`src/rtl/memory_sub_system_param_pkg.sv`:
```
// Shared memory-subsystem parameters and types for the data-cache tag store.
// Latency: n/a (package only).
// Backpressure: n/a (package only).
package memory_sub_system_param;

    localparam int INDEX_LENGTH     = 4;
    localparam int TAG_LENGTH       = 8;
    localparam int DEFAULT_NUM_WAYS = 4;

    // One tag-store entry as the cache controller sees it.
    typedef struct packed {
        logic                  valid;
        logic                  dirty;
        logic [TAG_LENGTH-1:0] tag;
    } tag_entry_t;

    typedef enum logic [1:0] {
        IDLE,
        FLUSH,
        DONE
    } flush_state_t;

endpackage

```
`src/rtl/tag_array_assoc_repl.sv`:
```
// Per-set replacement state: tree pseudo-LRU (TAG_ARRAY_PLRU_EN) or round-robin pointer.
// Latency: victim is combinational from state; touch/clear take effect next cycle.
// Backpressure: none; the owner serialises clear and touch.
// Ports: clk/resetn; clear/clear_index zero one set; touch/touch_fill/touch_index/touch_way
//        record an access; victim_index/victim_way read the replacement choice.
module tag_repl_policy #(
    parameter  int INDEX_LEN = 4,
    parameter  int NUM_WAYS  = 4,
    localparam int WAY_LEN   = (NUM_WAYS > 1) ? $clog2(NUM_WAYS) : 1
) (
    input  logic                 clk,
    input  logic                 resetn,
    input  logic                 clear,
    input  logic [INDEX_LEN-1:0] clear_index,
    input  logic                 touch,
    input  logic                 touch_fill,
    input  logic [INDEX_LEN-1:0] touch_index,
    input  logic [WAY_LEN-1:0]   touch_way,
    input  logic [INDEX_LEN-1:0] victim_index,
    output logic [WAY_LEN-1:0]   victim_way
);
    localparam int SETS = 2 ** INDEX_LEN;

`ifdef TAG_ARRAY_PLRU_EN
    // Heap-ordered tree: node n (1-based) lives in bit n-1, children are 2n and 2n+1.
    // A bit of 1 means "victim is in the right subtree".
    localparam int TREE = (NUM_WAYS > 1) ? NUM_WAYS - 1 : 1;

    logic [TREE-1:0] tree_q [SETS];
    logic            plru_unused;

    function automatic logic [WAY_LEN-1:0] tree_victim(input logic [TREE-1:0] t);
        int              node;
        logic [TREE-1:0] sh;
        node = 1;
        if (NUM_WAYS == 1) return '0;
        for (int l = 0; l < WAY_LEN; l++) begin
            sh   = t >> (node - 1);
            node = 2 * node + int'(sh[0]);
        end
        return WAY_LEN'(node - NUM_WAYS);
    endfunction

    // Walk root to leaf along the touched way and point every node away from it.
    function automatic logic [TREE-1:0] tree_touch(input logic [TREE-1:0] t,
                                                    input logic [WAY_LEN-1:0] way);
        int                 node;
        logic [WAY_LEN-1:0] wsh;
        logic [TREE-1:0]    mask;
        logic [TREE-1:0]    res;
        node = 1;
        res  = t;
        if (NUM_WAYS == 1) return t;
        for (int l = 0; l < WAY_LEN; l++) begin
            wsh  = way >> (WAY_LEN - 1 - l);
            mask = TREE'(1) << (node - 1);
            if (wsh[0]) res = res & ~mask;
            else        res = res | mask;
            node = 2 * node + int'(wsh[0]);
        end
        return res;
    endfunction

    always_ff @(posedge clk or negedge resetn) begin
        if (!resetn) begin
            for (int s = 0; s < SETS; s++) tree_q[s] <= '0;
        end else if (clear) begin
            tree_q[clear_index] <= '0;
        end else if (touch) begin
            tree_q[touch_index] <= tree_touch(tree_q[touch_index], touch_way);
        end
    end

    assign victim_way  = tree_victim(tree_q[victim_index]);
    // Hits and fills update the tree identically.
    assign plru_unused = touch_fill;
`else
    logic [WAY_LEN-1:0] ptr_q [SETS];

    // Advance only when the pointed-to way is filled; hits leave the pointer alone.
    always_ff @(posedge clk or negedge resetn) begin
        if (!resetn) begin
            for (int s = 0; s < SETS; s++) ptr_q[s] <= '0;
        end else if (clear) begin
            ptr_q[clear_index] <= '0;
        end else if (touch && touch_fill && (touch_way == ptr_q[touch_index])) begin
            ptr_q[touch_index] <= (ptr_q[touch_index] == WAY_LEN'(NUM_WAYS - 1)) ?
                                  '0 : ptr_q[touch_index] + 1'b1;
        end
    end

    assign victim_way = ptr_q[victim_index];
`endif

endmodule

```
`src/rtl/tag_array_assoc.sv`:
```
// N-way set-associative tag store with registered lookup, victim select and flush sequencer.
// Latency: lookup result 1 cycle after request; flush takes 2**INDEX_LEN cycles + done pulse.
// Backpressure: ready low while flushing or in reset; inputs ignored while ready is low.
// Ports: lkp_* lookup request, rsp_* registered result (hit way or victim way on miss),
//        fill_*/mark_dirty install or dirty an entry, flush_req/flush_done invalidate-all.
// Build option: TAG_ARRAY_PLRU_EN selects tree pseudo-LRU instead of round-robin.
module tag_array_assoc
    import memory_sub_system_param::*;
#(
    parameter  int INDEX_LEN = INDEX_LENGTH,
    parameter  int TAG_LEN   = TAG_LENGTH,
    parameter  int NUM_WAYS  = DEFAULT_NUM_WAYS,
    localparam int WAY_LEN   = (NUM_WAYS > 1) ? $clog2(NUM_WAYS) : 1
) (
    input  logic                 clk,
    input  logic                 resetn,
    output logic                 ready,
    input  logic                 lkp_req,
    input  logic [INDEX_LEN-1:0] lkp_index,
    input  logic [TAG_LEN-1:0]   lkp_tag,
    output logic                 rsp_valid,
    output logic                 rsp_hit,
    output logic [WAY_LEN-1:0]   rsp_way,
    output logic                 rsp_victim_valid,
    output logic                 rsp_victim_dirty,
    output logic [TAG_LEN-1:0]   rsp_victim_tag,
    input  logic                 fill_req,
    input  logic [INDEX_LEN-1:0] fill_index,
    input  logic [WAY_LEN-1:0]   fill_way,
    input  logic [TAG_LEN-1:0]   fill_tag,
    input  logic                 fill_dirty,
    input  logic                 mark_dirty,
    input  logic                 flush_req,
    output logic                 flush_done
);
    localparam int SETS = 2 ** INDEX_LEN;
    localparam logic [INDEX_LEN-1:0] LAST_SET = INDEX_LEN'(SETS - 1);

    flush_state_t         state_q;
    logic [INDEX_LEN-1:0] flush_cnt_q;
    logic [NUM_WAYS-1:0]  valid_q [SETS];
    logic [NUM_WAYS-1:0]  dirty_q [SETS];
    logic [TAG_LEN-1:0]   tag_q   [SETS][NUM_WAYS];

    logic               do_flush, do_fill, do_mark, do_lkp;
    logic               lkp_hit, inv_found;
    logic [WAY_LEN-1:0] hit_way, inv_way, victim_way, sel_way;

    // DONE is the completion cycle: the array is already clean, so traffic is accepted.
    assign ready    = resetn && (state_q != FLUSH);
    assign do_flush = ready && flush_req;
    assign do_fill  = ready && !flush_req && fill_req;
    assign do_mark  = ready && !flush_req && !fill_req && mark_dirty;
    assign do_lkp   = ready && !flush_req && !fill_req && !mark_dirty && lkp_req;

    // Descending scan so the lowest matching / lowest invalid way wins.
    always_comb begin
        lkp_hit   = 1'b0;
        hit_way   = '0;
        inv_found = 1'b0;
        inv_way   = '0;
        for (int w = NUM_WAYS - 1; w >= 0; w--) begin
            if (valid_q[lkp_index][w] && (tag_q[lkp_index][w] == lkp_tag)) begin
                lkp_hit = 1'b1;
                hit_way = WAY_LEN'(w);
            end
            if (!valid_q[lkp_index][w]) begin
                inv_found = 1'b1;
                inv_way   = WAY_LEN'(w);
            end
        end
    end

    assign sel_way = lkp_hit ? hit_way : (inv_found ? inv_way : victim_way);

    tag_repl_policy #(
        .INDEX_LEN (INDEX_LEN),
        .NUM_WAYS  (NUM_WAYS)
    ) u_repl (
        .clk          (clk),
        .resetn       (resetn),
        .clear        (state_q == FLUSH),
        .clear_index  (flush_cnt_q),
        .touch        (do_fill || (do_lkp && lkp_hit)),
        .touch_fill   (do_fill),
        .touch_index  (do_fill ? fill_index : lkp_index),
        .touch_way    (do_fill ? fill_way : hit_way),
        .victim_index (lkp_index),
        .victim_way   (victim_way)
    );

    always_ff @(posedge clk or negedge resetn) begin
        if (!resetn) begin
            for (int s = 0; s < SETS; s++) begin
                valid_q[s] <= '0;
                dirty_q[s] <= '0;
            end
        end else if (state_q == FLUSH) begin
            valid_q[flush_cnt_q] <= '0;
            dirty_q[flush_cnt_q] <= '0;
        end else if (do_fill) begin
            valid_q[fill_index][fill_way] <= 1'b1;
            dirty_q[fill_index][fill_way] <= fill_dirty;
        end else if (do_mark) begin
            dirty_q[fill_index][fill_way] <= 1'b1;
        end
    end

    // Tag contents are meaningless until valid is set, so they carry no reset.
    always_ff @(posedge clk) begin
        if (do_fill) tag_q[fill_index][fill_way] <= fill_tag;
    end

    always_ff @(posedge clk or negedge resetn) begin
        if (!resetn) begin
            state_q          <= IDLE;
            flush_cnt_q      <= '0;
            flush_done       <= 1'b0;
            rsp_valid        <= 1'b0;
            rsp_hit          <= 1'b0;
            rsp_way          <= '0;
            rsp_victim_valid <= 1'b0;
            rsp_victim_dirty <= 1'b0;
            rsp_victim_tag   <= '0;
        end else begin
            flush_done <= 1'b0;
            case (state_q)
                FLUSH: begin
                    if (flush_cnt_q == LAST_SET) begin
                        state_q    <= DONE;
                        flush_done <= 1'b1;
                    end else begin
                        flush_cnt_q <= flush_cnt_q + 1'b1;
                    end
                end
                default: begin
                    if (do_flush) begin
                        state_q     <= FLUSH;
                        flush_cnt_q <= '0;
                    end else begin
                        state_q <= IDLE;
                    end
                end
            endcase

            rsp_valid <= do_lkp;
            if (do_lkp) begin
                rsp_hit          <= lkp_hit;
                rsp_way          <= sel_way;
                rsp_victim_valid <= valid_q[lkp_index][sel_way];
                rsp_victim_dirty <= dirty_q[lkp_index][sel_way];
                rsp_victim_tag   <= tag_q[lkp_index][sel_way];
            end
        end
    end

endmodule

```
`config.mk`:
```
export PLATFORM = sky130hd
export DESIGN_NAME = tag_array_assoc
export DESIGN_NICKNAME = d
export VERILOG_FILES = /design/src/rtl/memory_sub_system_param_pkg.sv /design/src/rtl/tag_array_assoc_repl.sv /design/src/rtl/tag_array_assoc.sv
export SDC_FILE = /design/constraint.sdc
export NUM_CORES = 1
export LEC_CHECK = 0
export CELL_PAD_IN_SITES_DETAIL_PLACEMENT = 1
export CELL_PAD_IN_SITES_GLOBAL_PLACEMENT = 1
export CORE_MARGIN = 2
export CORE_UTILIZATION = 47
export DETAILED_ROUTE_END_ITERATION = 10
export GPL_TIMING_DRIVEN = 0
export PLACE_DENSITY = 0.75
export SLEW_MARGIN = 5
export SYNTH_ARGS = -nofsm -noshare
export SYNTH_HDL_FRONTEND = slang
export SYNTH_SLANG_ARGS = --single-unit
```
`constraint.sdc`:
```
create_clock -name clk -period 4.34 [get_ports clk]
set_clock_uncertainty 0.2 [all_clocks]
set_input_delay 0.868 -clock clk [delete_from_list [all_inputs] [get_ports clk]]
set_output_delay 0.868 -clock clk [all_outputs]
set_load 0.02 [all_outputs]
```
; Word-level counts from Yosys, hierarchy flattened
; Memory sizes are Yosys's and may differ from the RTL's.
; Index checks and enable logic that the tools add are counted.
; Widths: inputs -> output; s select.
[totals]
ff_bits = 181
ramBits = 512
word_cells = 197
mem_count = 1
[mem_list]
columns = memory, words, width, read_ports, rd_ports_with_merged_regs, write_ports, line
row1 = tag_q, 16, 32, 1, 0, 1, tag_array_assoc.sv:43  ; logic [TAG_LEN-1:0] tag_q [SETS][NUM_WAYS];
[classes]
addsub = 2
order_cmp = 13
eq_ne = 11
muxes = 71
bitwise = 13
reduce_logical = 29
[op_table]
columns = op, n
row1 = $mux 64, 5
row2 = $and 64x64->64, 2
row3 = $or 64x64->64, 2
row4 = $mux 32, 3
row5 = $bwmux 64, 1
row6 = $not 64->64, 1
row7 = $mux 2, 20
row8 = $mux 4, 10
row9 = $and 32x32->32, 1
row10 = $bmux 4 s4, 2
row11 = $bwmux 32, 1
row12 = $demux 4 s4, 2
row13 = $eq 8x8->1, 4
row14 = $not 32->32, 1
row15 = $mux 8, 3
row16 = $ge 5x5->1 const B, 4
row17 = $logic_and 1x1->1, 20
row18 = $not 4->5, 4
row19 = $bmux 2 s4, 2
row20 = $bmux 8 s2, 1
row21 = $demux 2 s4, 2
row22 = $demux 8 s2, 1
row23 = $lt 5x1->1 const B, 3
row24 = $mux 1, 15
row25 = other kinds (20), 29

; Logic depth before layout (Yosys ltp)
; Gate-level depths: netlist of run 1.
[logic_depth]
ltp_word = 15
depth_mapped = 17
depth_no_buf = 10

; Modules after synthesis
; A second synthesis of run 1 with hierarchy kept.
[hier_totals]
cells_unflattened = 1963
hier_area_um2 = 30494.2
[by_module_without_submodules]
columns = module, instances, cells_per_inst, area_each_um2
row1 = tag_array_assoc, 1, 1731, 28049.4
row2 = tag_repl_policy, 1, 232, 2444.8

; Worst setup path before layout of run 1
; OpenSTA, ideal clock, no wires.
[synth_path]
path_type = input-to-reg
startpoint = input port lkp_index[1]
endpoint = register rsp_victim_tag[6]
setup_time_ns = 0.120
arrival_ns = 4.087
required_ns = 4.020
setup_slack_ns = -0.067
stages = 13
n_path_buf = 6
cell_sequence = buf_2 buf_6 buf_6 buf_2 buf_4 buf_1 mux4_2 mux4_2 o311a_1 o31ai_2 nand2_1 o32a_1 o211a_1
[synth_between]
elab_chain_len = 14
elab_cells_between_ends = 38
classes_between = eq/ne: 4 / mux: 27 / bitwise: 2 / reduce/logical: 4 / memory: 1
[synth_lines]
columns = item, line
row1 = "start, declared", tag_array_assoc.sv:19  ; input logic [INDEX_LEN-1:0] lkp_index,
row2 = "parallel branches: the longest is 11 deep, another holds $mem_v2 16x32", --
row3 = $bmux 8 s2 *, tag_array_assoc.sv:152  ; rsp_victim_tag <= tag_q[lkp_index][sel_way];
row4 = $mux 8 (implied by the code) * (2 in a row), tag_array_assoc.sv:152
row5 = "end signal, assigned", tag_array_assoc.sv:152
row6 = "end, declared", tag_array_assoc.sv:26  ; output logic [TAG_LEN-1:0] rsp_victim_tag,
; Mark *: on every way between the ends. The select of a mux whose other input is x is not followed.
; A chain may end at the register's enable or synchronous reset.

; Worst setup path in the final report of run 1
[layout_path]
startpoint = input port flush_req
endpoint = memory tag_q[14][10] (netlist bit), enable pin
[layout_between]
elab_chain_len = 5
[layout_lines]
columns = item, line
row1 = "start, declared", tag_array_assoc.sv:33  ; input logic flush_req,
row2 = $logic_not 1->1, tag_array_assoc.sv:52  ; assign do_fill = ready && !flush_req && fill_req;
row3 = $logic_and 1x1->1 (2 in a row), tag_array_assoc.sv:52
row4 = $mux 1, tag_array_assoc.sv:111  ; if (do_fill) tag_q[fill_index][fill_way] <= fill_tag;
row5 = $mux 32 (implied by the code), tag_array_assoc.sv:111
row6 = "end, declared", tag_array_assoc.sv:43
; Every way passes these cells.

==> Flow_metrics.wiki, run 1 <==
{| class="wikitable"
! Metric !! Value
|-
| Top post-synthesis cells by count || edfxtp_1 (512), nor2_1 (215), dfrtp_1 (181)
|-
| Total of buffers placed on input and output ports || 38
|-
| Final GP Congestion || 0.9161
|-
| Core utilization of the finished layout || 0.5612
|-
| Run status || finished with violations
|-
| Number of global-route vias before repair || between 20000 and 25000
|-
| Wire per inst || about 34 um
|-
| Critical Path Source Type || primary input
|-
| TritonCTS clock tree || built
|-
| Post-synthesis cell area || around 30000 um^2
|-
| Total gr overflow || 0
|-
| Required arrival time at the worst endpoint || 4.54 ns
|-
| Number of warnings printed during yosys synthesis || 0
|-
| Avg Synthesized Cell Area || 15.80 um^2
|-
| Endpoints failing hold || 0
|-
| Switching pwr || 4519 uW
|-
| Max-slew headroom || -0.01568
|-
| Half-perimeter wire length after placement || around 68000 um
|-
| Final Setup Violations || 0
|-
| Worst Max-Slew Pin Slew || 1.518 ns
|-
| Fillers || 5839
|-
| Drc violations || 0
|-
| Max-Cap Viols || 1
|-
| Antenna cells || 0
|-
| Arrival time reported for the critical path endpoint || about 4.5 ns
|-
| Top_reg_cell synth || edfxtp_1
|-
| Share of the synthesized area in compound gates (AO/OA/AOI/OAI) || 0.06192
|-
| Internal power component || between 10000 and 15000 uW
|-
| Via total after detailed routing || 19680
|-
| Accumulated negative setup slack || 0 ns
|-
| Maximum number of pins on one net before global-route repair || 56
|-
| Number of buffers created by CTS || 73
|-
| Die span in y || 256.1 um
|-
| Violated checks || capacitance limit, slew limit
|-
| Total clock sinks || roughly 690
|-
| Adder-cell share of the synthesized area || 0.001676
|-
| Mean number of vias per cell || about 6.6
|-
| Number of DRC violations after detailed-routing iteration 0 || 2464
|-
| Cell taking the most area after synthesis || edfxtp_1
|-
| Path category of the worst min-delay check || primary input to async pin
|-
| Min cycle time layout || around 4.3 ns
|-
| Clock buffer depth || 3
|-
| Die area || 65570 um^2
|-
| Global Route Usage Sum || 0.3089
|-
| Power share of the combinational group || 0.146
|-
| Starting density of the core || 0.4743
|-
| Gate count after technology mapping || 1890
|-
| Number of antenna violations at the first check in global routing || 0
|-
| Static Leak || 0.01246 uW
|-
| Number of nets with antenna violations after detailed routing || 0
|-
| Number of synthesized flops with an enable pin || approximately 500
|-
| First-pass DRT Iterations || 6
|-
| First-pass GRT wire length || between 100000 and 150000 um
|-
| Syn-to-layout area delta || 18.32%
|-
| Peak fanout along the critical path || 10
|-
| FFs w/ async S/R, synth || 0.2612
|-
| Switch share || 0.2772
|-
| Max IR drop VDD || 0.3198 mV
|-
| Number of nets in the layout || 2116
|-
| Post-layout instance count excluding filler cells || 2985
|-
| Count of boundary I/O pins || 49
|-
| # H-tree levels || 3
|-
| Total instance count after detailed placement || 2839
|-
| Final Cycle Share || 0.9856
|-
| Fraction of the yosys area taken by sequential cells || 0.6665
|-
| Design Power || approximately 16000 uW
|-
| Kind of critical path || primary input to flip-flop
|-
| Power per standard cell area || around 460 nW/um^2
|-
| Width of the die || 256.1 um
|-
| Combinational family with the most area after synthesis || multiplexers
|-
| Number of pins with negative max-slew slack in the final report || 10
|-
| Net Count, Synth || just under 2000
|-
| Flop pwr share || 0.472
|-
| Setup slack after placement || -2.342 ns
|-
| DRT Wirelength || 100800 um
|-
| Number of synthesized register bits || 693
|-
| Top cells by area, synth || edfxtp_1 (51%), dfrtp_1 (15%), mux4_2 (13%)
|-
| Proportion of power drawn by the clock network || 0.382
|-
| Top-count cell post-synth || edfxtp_1
|-
| CTS clock-pin slew for the worst setup and hold paths || 0.06 ns
|-
| Number of distinct library cell variants in the gate-level netlist after synthesis || 68
|-
| Worst skew pair latency || 0.64 ns
|-
| Category of the worst setup path capture point || flip-flop
|-
| Min setup slack post-route || 0.06235 ns
|-
| Area share of the largest cell type after synthesis || 0.5148
|-
| XOR/XNOR Fraction of Synth Area || 0.01026
|-
| Site row count || 92
|-
| Core box area || 62970 um^2
|-
| Ratio of cells with drive above 1 in the final layout || 0.2539
|-
| Basic-gate share of the synthesized area counting and, or, nand and nor cells || 0.07374
|-
| CTS Root Buffer Type || clkbuf_16
|-
| Multiplexer share of the synthesized area || 0.1640
|-
| Highest attainable clock frequency || 0.2338 GHz
|}
[cell type report]
type / count / area [um^2] / share of cell area
Buffer: 112 / 848.3 / 0.02401
Multi-Input combinational cell: 1073 / 9883 / 0.2797
Sequential cell: 693 / 19900 / 0.5633
Inverter: 10 / 42.54 / 0.001204
Clock buffer: 95 / 1971 / 0.05577
Timing Repair Buffer: 116 / 1236 / 0.03499
Clock inverter: 40 / 390.4 / 0.01105
Tap cell: 846 / 1059 / 0.02996
[state kept, by name (all words and copies together) (netlist names)]
| signal | flops |
|---|---|
| tag_q | 512 |
| u_repl.ptr_q | 32 |
| valid_q | 64 |
| rsp_victim_tag | 8 |
| flush_done | 1 |
| state_q | 2 |
| dirty_q | 64 |
| rsp_victim_valid | 1 |
| rsp_way | 2 |
| rsp_hit | 1 |
| rsp_valid | 1 |
| flush_cnt_q | 4 |
| rsp_victim_dirty | 1 |
[power by group through the flow]
stage	clock network, uW	logic, uW	registers [uW]
2_1_floorplan	0	1240	7780
3_3_place_gp	0	2070	7800
3_5_place_dp	0	2220	7820
4_1_cts	6260	2300	7680
5_1_grt	6510	2500	7720
6_report	6220	2380	7700
[worst max-delay path, cell delays in order]
cell and delay [ns]:
clkdlybuf4s50_1 0.53, nand3b_1 0.13, buf_4 0.16, nand2b_1 0.22, clkbuf_2 0.35, clkbuf_1 0.69, buf_1 0.92, nor3_2 0.33
buf_6 0.26
[stage by stage]
stage,hold slack (ns),cell area (um^2)
after floorplan,0.2443,29860
after global placement,0.2537,31300
after detailed placement,0.2646,32310
after CTS,0.01582,35110
after global routing,0.01953,35330
final,0.01755,35330
[placed cells by master, fill, tap and decap left out, types with 16 or more instances in the layout]
master             n
xnor2_1           29
nand2b_1          16
buf_4             47
a21o_1            16
nor2_1           212
o22ai_1           18
mux2i_1           76
buf_6             46
a22oi_1           21
nand3_1           40
edfxtp_1         512
nand2_1           74
clkdlybuf4s50_1   27
clkbuf_1          63
o21ai_0           35
nor3_2            71
dfrtp_1          181
a21oi_1           71
a211oi_1          60
clkbuf_16         74
nor2b_1           18
mux4_2           173
[worst paths after layout]
check	start	to	slack (ns)	cells after the start
worst min-delay path	resetn	valid_q[47]	0.02	2
worst max-delay path	flush_req	tag_q[14][10]	0.06	9
max in group asynchronous	resetn	dirty_q[24]	3.50	2
worst min register to register	valid_q[34]	valid_q[34]	0.28	1
min in group clk	valid_q[34]	valid_q[34]	0.28	1
worst max register to register	state_q[1]	u_repl.ptr_q[17]	0.33	12
[repair_timing]
action | in CTS | in global routing
hold buffers | 1 | 0
resized for setup | 107 | 46
gates cloned | 2 | 0
pin swaps | 2 | 5
hold endpoints to repair | 38 | 0
endpoints found under the setup margin | 179 | 42
setup buffers | 4 | 6
[routing by layer]
layer  share of wire  routed length (um)  vias to the layer above  track usage
met5               0                   0                        -            0
met4           0.043                4337                        0       0.1183
met3            0.10               10150                      277      0.07130
met2            0.47               47810                     1226       0.4950
met1            0.38               38510                    10360       0.4131
li1                -                   -                     7812            -
[kinds of logic (layout without fill, tap and decap cells)]
group | count (synthesis) | in the layout
DFF | 693 | 693
and+or+nand+nor | 486 | 486
AOI/OAI and AO/OA | 277 | 277
muxes | 271 | 271
buffers and inverters | 124 | 373
xor gates and xnor gates | 35 | 35
adders and majority gates | 4 | 4
(Power assumes the default switching activity.)
==> inputs of run 2 (changes only) <==
--- a/config.mk
+++ b/config.mk
@@ -8,10 +8,10 @@
 export CELL_PAD_IN_SITES_DETAIL_PLACEMENT = 1
 export CELL_PAD_IN_SITES_GLOBAL_PLACEMENT = 1
 export CORE_MARGIN = 2
-export CORE_UTILIZATION = 47
+export CORE_UTILIZATION = 40
 export DETAILED_ROUTE_END_ITERATION = 10
 export GPL_TIMING_DRIVEN = 0
-export PLACE_DENSITY = 0.75
+export PLACE_DENSITY = 0.66
 export SLEW_MARGIN = 5
 export SYNTH_ARGS = -nofsm -noshare
 export SYNTH_HDL_FRONTEND = slang
==> run 2 against run 1 <==
The run now ends clean. Fmax down 1.1%. Total power increased by 2.4%. Flip-flop and latch count unchanged. Cell area increased by 1.2%. Utilization shrank 7.9 points. Via count shrank 2.9%. Clock power up 6.1%. First-iteration DRC count shrank 15%. Count of clock-buffer cells in the layout rose by 6. Combinational power about the same. Worst hold slack gained 0.021 ns. Die area up 17%. Critical path type unchanged. Largest power group unchanged. Highest routed layer unchanged.
==> Flow_metrics.wiki, run 2 (same netlist as run 1, synthesis figures left out) <==
{| class="wikitable"
! Metric !! Value
|-
| Run status || finished clean
|-
| Number of antenna violations at the first check in global routing || 1 (+1)
|-
| Most frequent standard cell in the layout excluding fill and tap cells || edfxtp_1
|-
| Total instance count after detailed placement || 2965 (+4.4%)
|-
| Number of pins with negative max-slew slack in the final report || 0 (-10)
|-
| Final Setup Violations || 0 (unchanged)
|-
| Kind of critical path || primary input to flip-flop
|-
| Core box area || 74200 um^2 (+18%)
|-
| Post-layout instance count excluding filler cells || 3123 (+4.6%)
|-
| Width of the die || 277.2 um (+8.3%)
|-
| Path category of the worst min-delay check || primary input to async pin
|-
| Arrival time reported for the critical path endpoint || 4.70 ns (+0.23 ns)
|-
| First-pass GRT wire length || 144300 um (-1.1%)
|-
| Min cycle time layout || 4.325 ns (+0.04702 ns)
|-
| Max IR drop VDD || 0.2868 mV (-10%)
|-
| Wire per inst || 32.18 um (-4.7%)
|-
| Most flops, register || tag_q
|-
| Total clock sinks || 693 (unchanged)
|-
| Max-slew headroom || 0.07337 (+0.08904)
|-
| Highest attainable clock frequency || 0.2312 GHz (-1.1%)
|-
| Number of nets with antenna violations after detailed routing || 0 (unchanged)
|-
| Met3 routed wirelength || 8707 um (-14%)
|-
| Max Used Layer || met4
|-
| Routed length on met1 || 41100 um (+6.7%)
|-
| Core utilization of the finished layout || 0.4822 (-0.07900)
|-
| # H-tree levels || 3 (unchanged)
|-
| Worst Max-Slew Pin Slew || 1.385 ns (-0.1331 ns)
|-
| Required arrival time at the worst endpoint || 4.71 ns (+0.17 ns)
|-
| Number of global-route vias before repair || 20030 (-3.3%)
|-
| Global Route Usage Sum || 0.2627 (-0.04621)
|-
| Number of nets in the layout || 2127 (+0.52%)
|-
| Most frequent cells in the layout || edfxtp_1 (512), nor2_1 (211), dfrtp_1 (181), mux4_2 (173), clkbuf_16 (78)
|-
| Site row count || 100 (+8.7%)
|-
| Ratio of cells with drive above 1 in the final layout || 0.2624 (+0.008568)
|-
| CTS clock-pin slew for the worst setup and hold paths || 0.06 ns (about the same)
|-
| Critical Path Source Type || primary input
|-
| First-pass DRT Iterations || 5 (-1)
|-
| Maximum number of pins on one net before global-route repair || 89 (+59%)
|-
| Clock buffer depth || 3 (unchanged)
|-
| Final Cycle Share || 0.9965 (+0.01083)
|-
| Total gr overflow || 0 (unchanged)
|-
| Drc violations || 0 (unchanged)
|-
| Die span in y || 277.2 um (+8.3%)
|-
| Flip-flop count of the largest register, all copies and words added || 512 (unchanged)
|-
| Count of boundary I/O pins || 49 (unchanged)
|-
| CTS Root Buffer Type || clkbuf_16
|-
| Register-to-register path setup slack || 0.44 ns (+0.11 ns)
|-
| Mean number of vias per cell || 6.118 (-7.2%)
|-
| Power per standard cell area || 466.4 nW/um^2 (+1.1%)
|-
| Detailed-routed wire length on met2 || 47100 um (-1.5%)
|-
| Worst skew pair latency || 0.64 ns (about the same)
|-
| Max-Cap Viols || 0 (-1)
|-
| Starting density of the core || 0.4025 (-0.07179)
|-
| Final GP Congestion || 0.9023 (-1.5%)
|-
| TritonCTS clock tree || built
|-
| Half-perimeter wire length after placement || 68140 um (+0.42%)
|-
| Die area || 76860 um^2 (+17%)
|-
| Biggest registers after layout || tag_q x512, dirty_q x64, valid_q x64
|-
| Peak fanout along the critical path || 10 (unchanged)
|-
| Static Leak || 0.01258 uW (+0.96%)
|-
| Total of buffers placed on input and output ports || 38 (unchanged)
|-
| Via total after detailed routing || 19110 (-2.9%)
|-
| Category of the worst setup path capture point || flip-flop
|-
| Final hold slack || 0.03819 ns (+0.02064 ns)
|-
| Setup repair after global routing missed its margin || true
|-
| Number of buffers created by CTS || 76 (+4.1%)
|-
| Number of DRC violations after detailed-routing iteration 0 || 2096 (-15%)
|-
| Endpoints failing hold || 0 (unchanged)
|-
| DRT Wirelength || 100500 um (-0.30%)
|-
| Syn-to-layout area delta || 19.79%
|}
[run 2: cell count changes in the layout (fill, tap and decap cells not counted), moves of 3 or more]
cell       change
bufinv_16      +3
clkbuf_16      +4
buf_8          -4
clkinv_1       -5
buf_6         +11
buf_4          -3
o21ai_1        +3
[run 2: repair_timing]
item                                    4_1_cts  5_1_grt
pin swaps                                     3        4
endpoints found under the hold margin        34        0
cloned                                        0        1
endpoints found under the setup margin       53       62
hold buffers                                  4        0
resized for setup                           101       60
buffers inserted                              2       10
[run 2: worst max-delay path: stages]
cell and delay [ns]:
buf_4 0.20, buf_6 0.23, buf_6 0.20, buf_6 0.23, buf_4 0.28, mux4_2 0.35
a22oi_1 0.54, nand2_1 0.17, o2111ai_2 0.20, o41ai_2 0.12, buf_4 0.16, a21oi_4 0.18
buf_4 0.16, mux2_1 0.41, a22oi_2 0.21, o21a_1 0.15
[run 2: area by class of cell]
class	instances	area (um^2)
Tap cell	969	1212
Clock buffer	101	2067
Fill cell	7127	38420
Clock inverter	40	454.2
Sequential cell	693	19900
Timing Repair Buffer	123	1335
Multi-Input combinational cell	1073	9916
Buffer	113	840.8
Inverter	10	42.54
Antenna cell	1	2.502
[run 2: through the flow]
step	instance area, um^2	power, uW	setup TNS, ns	setup WS [ns]
floorplan	29860	9010	0	0.06228
global placement	31460	9932	-6763.22	-9.175
detailed placement	32540	10070	-154.60	-2.400
CTS	35460	16690	0	0.001596
global route	35770	17220	-0.08043	-0.03420
finish	35770	16690	0	0.01533
[run 2: power by group]
group / internal (uW) / switching (uW)
clock network: 3810 / 2790
registers: 7440 / 257
logic: 863 / 1520
[run 2: final timing paths]
kind,from,endpoint,depth (start not counted)
worst max-delay path,lkp_index[1],rsp_victim_tag[3],16
max in group asynchronous,resetn,u_repl.ptr_q[13],4
min in group clk,valid_q[17],valid_q[17],1
worst max register to register,state_q[0],u_repl.ptr_q[7],12
worst min-delay path,resetn,valid_q[23],2
worst min register to register,valid_q[17],valid_q[17],1
[run 2: per-layer routing]
metal | track usage | vias to the layer above
met5 | 0 | -
met4 | 0.08849 | 0
met3 | 0.06294 | 189
met2 | 0.4182 | 894
met1 | 0.3551 | 10200
li1 | - | 7823
